<file path="config.mk">
export PLATFORM = sky130hd
export DESIGN_NAME = spad_read_streamer
export DESIGN_NICKNAME = d
export VERILOG_FILES = /design/src/rtl/spad_read_streamer.sv
export SDC_FILE = /design/constraint.sdc
export NUM_CORES = 1
export LEC_CHECK = 0
export BUFFER_PORTS_ARGS = -buffer_cell sky130_fd_sc_hd__clkbuf_2
export CAP_MARGIN = 20
export CORE_MARGIN = 2
export CORE_UTILIZATION = 42
export CTS_CLUSTER_SIZE = 30
export DETAILED_ROUTE_END_ITERATION = 7
export PLACE_DENSITY_LB_ADDON = 0.3
export SYNTH_ARGS = -nofsm -noshare
export SYNTH_HDL_FRONTEND = slang
export SYNTH_SLANG_ARGS = --single-unit
</file>
<file path="constraint.sdc">
create_clock -name clk -period 2.9 [get_ports clk]
set_input_delay 0.435 -clock clk [delete_from_list [all_inputs] [get_ports clk]]
set_output_delay 0.435 -clock clk [all_outputs]
set_load 0.005 [all_outputs]
</file>
<file path="src/rtl/spad_read_streamer.sv">
// spad_read_streamer: burst read initiator for a synchronous-read scratchpad.
// Accepts (base, len, stride) commands, issues reads and returns the words
// as a valid/ready stream with last-word marking. A 2-entry buffer absorbs
// backpressure; reads are only issued when buffer plus in-flight space allows.
// Optional build macro: SPAD_RD_STATS_EN enables the stall_cnt statistics
// counter; without it stall_cnt is tied to zero.
module spad_read_streamer #(
  parameter int unsigned WIDTH      = 4,
  parameter int unsigned SIZE       = 4,
  parameter int unsigned ADDR_WIDTH = $clog2(SIZE)
) (
  input  logic                  clk,
  input  logic                  rst,
  input  logic                  cmd_valid,
  output logic                  cmd_ready,
  input  logic [ADDR_WIDTH-1:0] cmd_base,
  input  logic [ADDR_WIDTH:0]   cmd_len,
  input  logic [ADDR_WIDTH-1:0] cmd_stride,
  output logic                  mem_ren,
  output logic [ADDR_WIDTH-1:0] mem_r_addr,
  input  logic [WIDTH-1:0]      mem_dout,
  output logic                  out_valid,
  input  logic                  out_ready,
  output logic [WIDTH-1:0]      out_data,
  output logic                  out_last,
  output logic                  busy,
  output logic [15:0]           stall_cnt
);

  typedef enum logic [1:0] {
    IDLE,
    READ,
    DRAIN
  } state_t;

  state_t state, state_next;

  logic [ADDR_WIDTH-1:0] addr;
  logic [ADDR_WIDTH-1:0] stride;
  logic [ADDR_WIDTH:0]   remaining;
  logic                  inflight;
  logic                  inflight_last;

  logic [WIDTH-1:0]      fifo_data [2];
  logic [1:0]            fifo_last;
  logic                  wr_ptr;
  logic                  rd_ptr;
  logic [1:0]            buf_count;
  logic [1:0]            count_next;
  logic [2:0]            occupancy;

  logic                  cmd_fire;
  logic                  pop;
  logic                  push;
  logic                  issue_last;

  assign cmd_fire   = cmd_valid && cmd_ready;
  assign pop        = out_valid && out_ready;
  assign push       = inflight;
  assign issue_last = (remaining == {{ADDR_WIDTH{1'b0}}, 1'b1});

  // Space already claimed by buffered words plus the read in flight, net of
  // the word leaving this cycle; a new read is allowed only below 2.
  assign occupancy  = {1'b0, buf_count} + {2'b00, inflight} - {2'b00, pop};
  assign count_next = buf_count + {1'b0, push} - {1'b0, pop};

  assign out_valid  = (buf_count != 2'd0);
  assign out_data   = out_valid ? fifo_data[rd_ptr] : '0;
  assign out_last   = out_valid && fifo_last[rd_ptr];
  assign mem_r_addr = addr;

  // State register
  always_ff @(posedge clk) begin
    if (rst) begin
      state <= IDLE;
    end else begin
      state <= state_next;
    end
  end

  // Next-state logic and per-state control outputs
  always_comb begin
    state_next = state;
    cmd_ready  = 1'b0;
    mem_ren    = 1'b0;
    busy       = 1'b0;
    unique case (state)
      IDLE: begin
        cmd_ready = 1'b1;
        if (cmd_valid && (cmd_len != '0)) begin
          state_next = READ;
        end
      end
      READ: begin
        busy    = 1'b1;
        mem_ren = (occupancy < 3'd2);
        if (mem_ren && issue_last) begin
          state_next = DRAIN;
        end
      end
      DRAIN: begin
        busy = 1'b1;
        if ((count_next == 2'd0) && !inflight) begin
          state_next = IDLE;
        end
      end
      default: begin
        state_next = IDLE;
      end
    endcase
  end

  // Burst address/remaining counters and in-flight read tracking
  always_ff @(posedge clk) begin
    if (rst) begin
      addr          <= '0;
      stride        <= '0;
      remaining     <= '0;
      inflight      <= 1'b0;
      inflight_last <= 1'b0;
    end else begin
      inflight      <= mem_ren;
      inflight_last <= mem_ren && issue_last;
      if (cmd_fire) begin
        addr      <= cmd_base;
        stride    <= cmd_stride;
        remaining <= cmd_len;
      end else if (mem_ren) begin
        addr      <= addr + stride;
        remaining <= remaining - {{ADDR_WIDTH{1'b0}}, 1'b1};
      end
    end
  end

  // Two-entry return buffer; last flag travels with each word
  always_ff @(posedge clk) begin
    if (rst) begin
      wr_ptr    <= 1'b0;
      rd_ptr    <= 1'b0;
      buf_count <= 2'd0;
      fifo_last <= '0;
      for (int unsigned i = 0; i < 2; i++) begin
        fifo_data[i] <= '0;
      end
    end else begin
      if (push) begin
        fifo_data[wr_ptr] <= mem_dout;
        fifo_last[wr_ptr] <= inflight_last;
        wr_ptr            <= ~wr_ptr;
      end
      if (pop) begin
        rd_ptr <= ~rd_ptr;
      end
      buf_count <= count_next;
    end
  end

`ifdef SPAD_RD_STATS_EN
  // Saturating count of cycles a word waits on the consumer
  always_ff @(posedge clk) begin
    if (rst || cmd_fire) begin
      stall_cnt <= '0;
    end else if (out_valid && !out_ready && (stall_cnt != 16'hFFFF)) begin
      stall_cnt <= stall_cnt + 16'd1;
    end
  end
`else
  assign stall_cnt = '0;
`endif

endmodule

</file>
# Word level (Yosys, flattened, before mapping)
# Memories as Yosys holds them, arrays and structs flattened. A register that Yosys moved wholly into a read port is not among the register bits.
# Cells that the tools add are included.
[word_totals]
register_bits = 17
ram_bits = 8
in_bits = 15
out_inout_bits = 27
memories = 1
[mem_list]
columns = ["memory", "depth", "word_bits", "rd", "rd_clocked_by_memory_dff", "wr", "line", "text"]
rows = [
  ["fifo_data", 2, 4, 1, 1, 2, "44", "logic [WIDTH-1:0] fifo_data [2];"],
]
[op_classes]
eq_ne = 6
reduce_logical = 17
bitwise = 2
mux = 27
magnitude_cmp = 4
addsub = 6
[ops]
columns = ["op", "count"]
rows = [
  ["2-to-1 mux 1 bit", 15],
  ["2-to-1 mux 2 bit", 5],
  ["logical AND 1 bit", 8],
  ["2-to-1 mux 4 bit", 2],
  ["2-to-1 mux 3 bit", 2],
  ["inequality test 2 bit (second input constant)", 3],
  ["case mux 2 bit (3 select lines)", 1],
  ["zero test 2 bit", 2],
  ["< comparator 1 x 2 -> 1 bit (second input constant)", 2],
  ["nonzero test 2 bit", 2],
  ["OR reduction 4 bit", 1],
  ["adder 2 x 1 -> 3 bit", 1],
  ["== test 3 x 1 -> 1 bit (second input constant)", 1],
  ["< comparator 3 x 2 -> 1 bit (second input constant)", 1],
  ["AND reduction 3 bit", 1],
  ["nonzero test 3 bit", 1],
  ["subtractor 3 x 1 -> 3 bit", 1],
  ["subtractor 3 x 1 -> 3 bit (second input constant)", 1],
  ["adder 2 x 1 -> 2 bit", 1],
  ["adder 2 bit", 1],
  ["bitwise mux 2 bit", 1],
  ["== test 2 x 1 -> 1 bit (second input constant)", 1],
  ["== test 2 bit (second input constant)", 1],
  ["NOT 1 bit", 2],
  ["5 further kinds", 5],
]

# Depth between registers and ports, before layout
[depth]
ltp_word = 7
ltp_mapped = 11
ltp_nobuf = 11

# Worst setup path after synthesis
# OpenSTA, ideal clock, no wires.
[synth_path]
path_kind = "reg2out"
startpoint = "reg buf_count[1]"
endpoint = "out mem_ren"
t_arrival_ns = 2.167
required_ns = 2.465
path_buffers = 0
path_stages_with_launch = 9
slack_ns = 0.298
path_cell_list = "dfxtp_1 nor2_1 nor2b_1 ha_1 inv_1 ha_1 fa_1 or3_4 inv_2"
[synth_via]
elab_chain_len = 5
elab_cells_between_ends = 6
[synth_rtl]
columns = ["item", "line", "text"]
rows = [
  ["start, declared", "48", "logic [1:0] buf_count;"],
  ["start signal, assigned", "154", "buf_count <= count_next;"],
  ["nonzero test 2 bit", "67", "assign out_valid = (buf_count != 2'd0);"],
  ["logical AND 1 bit", "58", "assign pop = out_valid && out_ready;"],
  ["net pop", "53", "logic pop;"],
  ["subtractor 3 x 1 -> 3 bit", "64", "assign occupancy = {1'b0, buf_count} + {2'b00, inflight} - {2'b00, pop};"],
  ["< comparator 3 x 2 -> 1 bit", "96", "mem_ren = (occupancy < 3'd2);"],
  ["2-to-1 mux 1 bit", "87", "unique case (state)"],
  ["end, declared", "19", "output logic mem_ren,"],
]
# The timed path passes the listed nets, and every way through them passes these cells.

# Worst setup path in the final report
[layout_path]
startpoint = "reg buf_count[0]"
endpoint = "out mem_ren"
# The elaborated chain is that of the path after synthesis.

==> flow_metrics.tcl <==
set metrics [dict create \
    period_share_pct 97.7 \
    gp_congestion 0.781 \
    netlist_area_um2 1390 \
    drv_cap 0 \
    rows 20 \
    synth_fa_ha_area_share_pct 8.67 \
    start_util_pct 44.6 \
    totalPowerFinal_mw 1.44 \
    clk_latency_ps 320 \
    dpl.cell_count 213 \
    r2r_end "remaining[1]" \
    grt_use_total_pct 14.9 \
    setup_viol 0 \
    drive_gt1_share_pct 23.9 \
    tns_ps 0 \
    fin_util_pct 51.2 \
    slew_violations 0 \
    endpoint_kind "output pin" \
    r2r-start "buf_count[0]" \
    synth_warnings 0 \
    core_area_um2 3100 \
    status "complete, no violations" \
    antenna_cells 0 \
    via_per_inst 4.73 \
    crit_path_max_incr_delay_ps 360 \
    die-area_um2 3770 \
    yosysTopAreaCellShare_pct 26.0 \
    stdcell_area_um2 1590 \
    dpl_cell_area_um2 1490 \
    avgSynthCellArea_um2 9.36 \
    reg2reg_depth 12 \
    wl_um 2460 \
    synth-seq-cells 26 \
    ios 42 \
    drtPass1Iterations 4 \
    vias 1041 \
    crit_path_start_kind "flip-flop" \
    root_buffer "clkbuf_4" \
    grt_pass1_wl_um 4240 \
    rrSetupSlack_ps 360 \
    cpMostUsedCell "ha_1" \
    antenna_found_initial 0 \
    nFillCells 297 \
    synth_cell_types 29 \
    synthTopCellsByArea "dfxtp_1 26%, edfxtp_1 17%, buf_4 8.7%, ha_1 7.2%, nor2_1 6.2%" \
    cts.sinks 26 \
    drc 0 \
    finClkSkew_ps 5.74 \
    syn_to_final_growth_pct 14.7 \
    crit_path_max_fanout 3 \
    worstHoldStart "cmd_stride[0]" \
    cts_hold_buffers 0 \
    die_w_um 61.4 \
    grt_overflow 0 \
    die_h_um 61.4 \
    cts_buffers 3 \
    yosys.area.top_type "dfxtp_1" \
    cp_slowest_cell "or3_4" \
    antenna_left 0 \
    drtIter0Drc 19 \
    layout_min_cycle_time_ps 2830 \
    htreeDepth 1 \
    rsz0062_at_grt "yes" \
    nNetsFinal 201 \
    hold_end "stride[0]" \
    multiInputGateArea_um2 677 \
    critical_path_required_ps 2470 \
    timing.critical_path.from "buf_count[0]" \
    cts_buffer_depth 2 \
    whs_ps 322 \
    synth_compound_area_share_pct 8.13 \
    hold_class "in -> reg" \
    io_buffers 25 \
    synthXorXnorAreaFrac_pct 3.16 \
    fin_ws_ps 66.7 \
    wire_per_inst_um 11.2 \
    max_freq_mhz 353 \
    p_per_area_nw_per_um2 907 \
    min_path_cells 3 \
    cts_tree "built" \
    peakVddDrop_v 0.000405 \
    cp.arrival_ps 2400 \
    path_buf_inv 3 \
    synthMuxAreaShare_pct 5.06 \
    grt_pass1_vias 1062 \
    critical_path_class "reg -> out" \
    ys_seq_area_share_pct 43.4 \
    stdcell_count 220 \
    grt_max_degree 26 \
    seqCellArea_um2 606 \
    clk_pin_slew_ps 140 \
    postSynthCellCount 148 \
    crit_family "adder cells" \
    hold_violations 0 \
    p_leak_nw 0.692 \
    synth_top_family_by_area "simple AND/OR/NAND/NOR gates" \
    dp_slack_ps 123 \
    crit_chain "nor2_2, nor2b_1, ha_1, inv_1, ha_1, fa_2, xnor2_2, or3_4, inv_4, clkbuf_2" \
    dp_hpwl_um 1860 \
    synth-simple-area-share_pct 18.6 \
]
==> worst max path at each step <==
stage / slack, ps / depth (start not counted) / end
after floorplan: 300 / 8 / mem_ren
after global placement: 170 / 9 / mem_ren
after detailed placement: 120 / 9 / mem_ren
after CTS: 40 / 10 / mem_ren
after global routing: -70 / 10 / mem_ren
final: 70 / 10 / mem_ren
==> synthesized netlist by cell type <==
library cell	n
nand2b_1	9
dfxtp_1	18
xnor2_1	5
or3_4	1
o31ai_1	2
clkbuf_1	4
nand3_1	2
nor2_1	23
nor2b_1	3
ha_1	8
nor3_1	1
o31a_1	1
edfxtp_1	8
mux2i_1	7
o41ai_1	1
nand2_1	7
and2_2	1
a21oi_1	7
nor4_1	2
inv_1	10
inv_2	1
buf_4	16
and2_1	1
and4_2	1
fa_1	1
a21o_1	1
nand3b_1	1
a211oi_1	5
conb_1	1
==> worst min-delay path: stages <==
cell,delay [ps]
clkbuf_2,80
nand2_1,40
a21oi_1,50
==> timing repair <==
| item | CTS | global route |
|---|---|---|
| gates resized for setup | 7 | 0 |
| endpoints found under the setup margin | 1 | 1 |
| buffers inserted | 3 | 0 |
==> cells in the final DEF, fill, tap and decap left out, drive strengths merged, types with 5 or more instances in the layout <==
cell type | netlist | final
a211oi | 5 | 5
a21oi | 7 | 7
clkbuf | 4 | 28
conb | 1 | 16
dfxtp | 18 | 18
edfxtp | 8 | 8
ha | 8 | 8
inv | 11 | 11
mux2i | 7 | 7
nand2 | 7 | 7
nand2b | 9 | 9
nor2 | 23 | 23
xnor2 | 5 | 5
==> metal layers <==
layer / wire, um / track usage, %
met1: 1050 / 16.8
met4: 0 / 3.95
met5: 0 / 0
met3: 124 / 2.73
met2: 1290 / 28.4
==> sequential cells by signal, summed over array words and instances (netlist names), named ones only <==
name           count
inflight           1
fifo_data          8
inflight_last      1
remaining          3
mem_r_addr         2
state              2
rd_ptr             1
fifo_last          2
buf_count          2
wr_ptr             1
stride             2
==> cell type report <==
cell class | instances | share of cell area [%]
well taps | 44 | 3.46
inverters | 11 | 2.76
flip-flops and latches | 26 | 38.1
clock inverters | 1 | 1.89
repair buffers | 29 | 9.76
clock buffers | 3 | 1.42
multi-input cells | 106 | 42.6
==> cell families (layout without fill, tap and decap cells) <==
logic type | count (synthesis) | count (layout)
other cells | 1 | 16
fa+ha+maj | 9 | 9
simple gates | 52 | 52
mux | 7 | 7
flops | 26 | 26
xor+xnor | 5 | 5
buf+inv | 31 | 44
compound gates | 17 | 17
==> power breakdown <==
| part | total [mW] | switching (mW) | internal [mW] |
|---|---|---|---|
| logic | 0.662 | 0.346 | 0.316 |
| registers | 0.532 | 0.0623 | 0.470 |
| clock network | 0.247 | 0.108 | 0.140 |
Note: power is estimated with default switching activity, not from simulation.
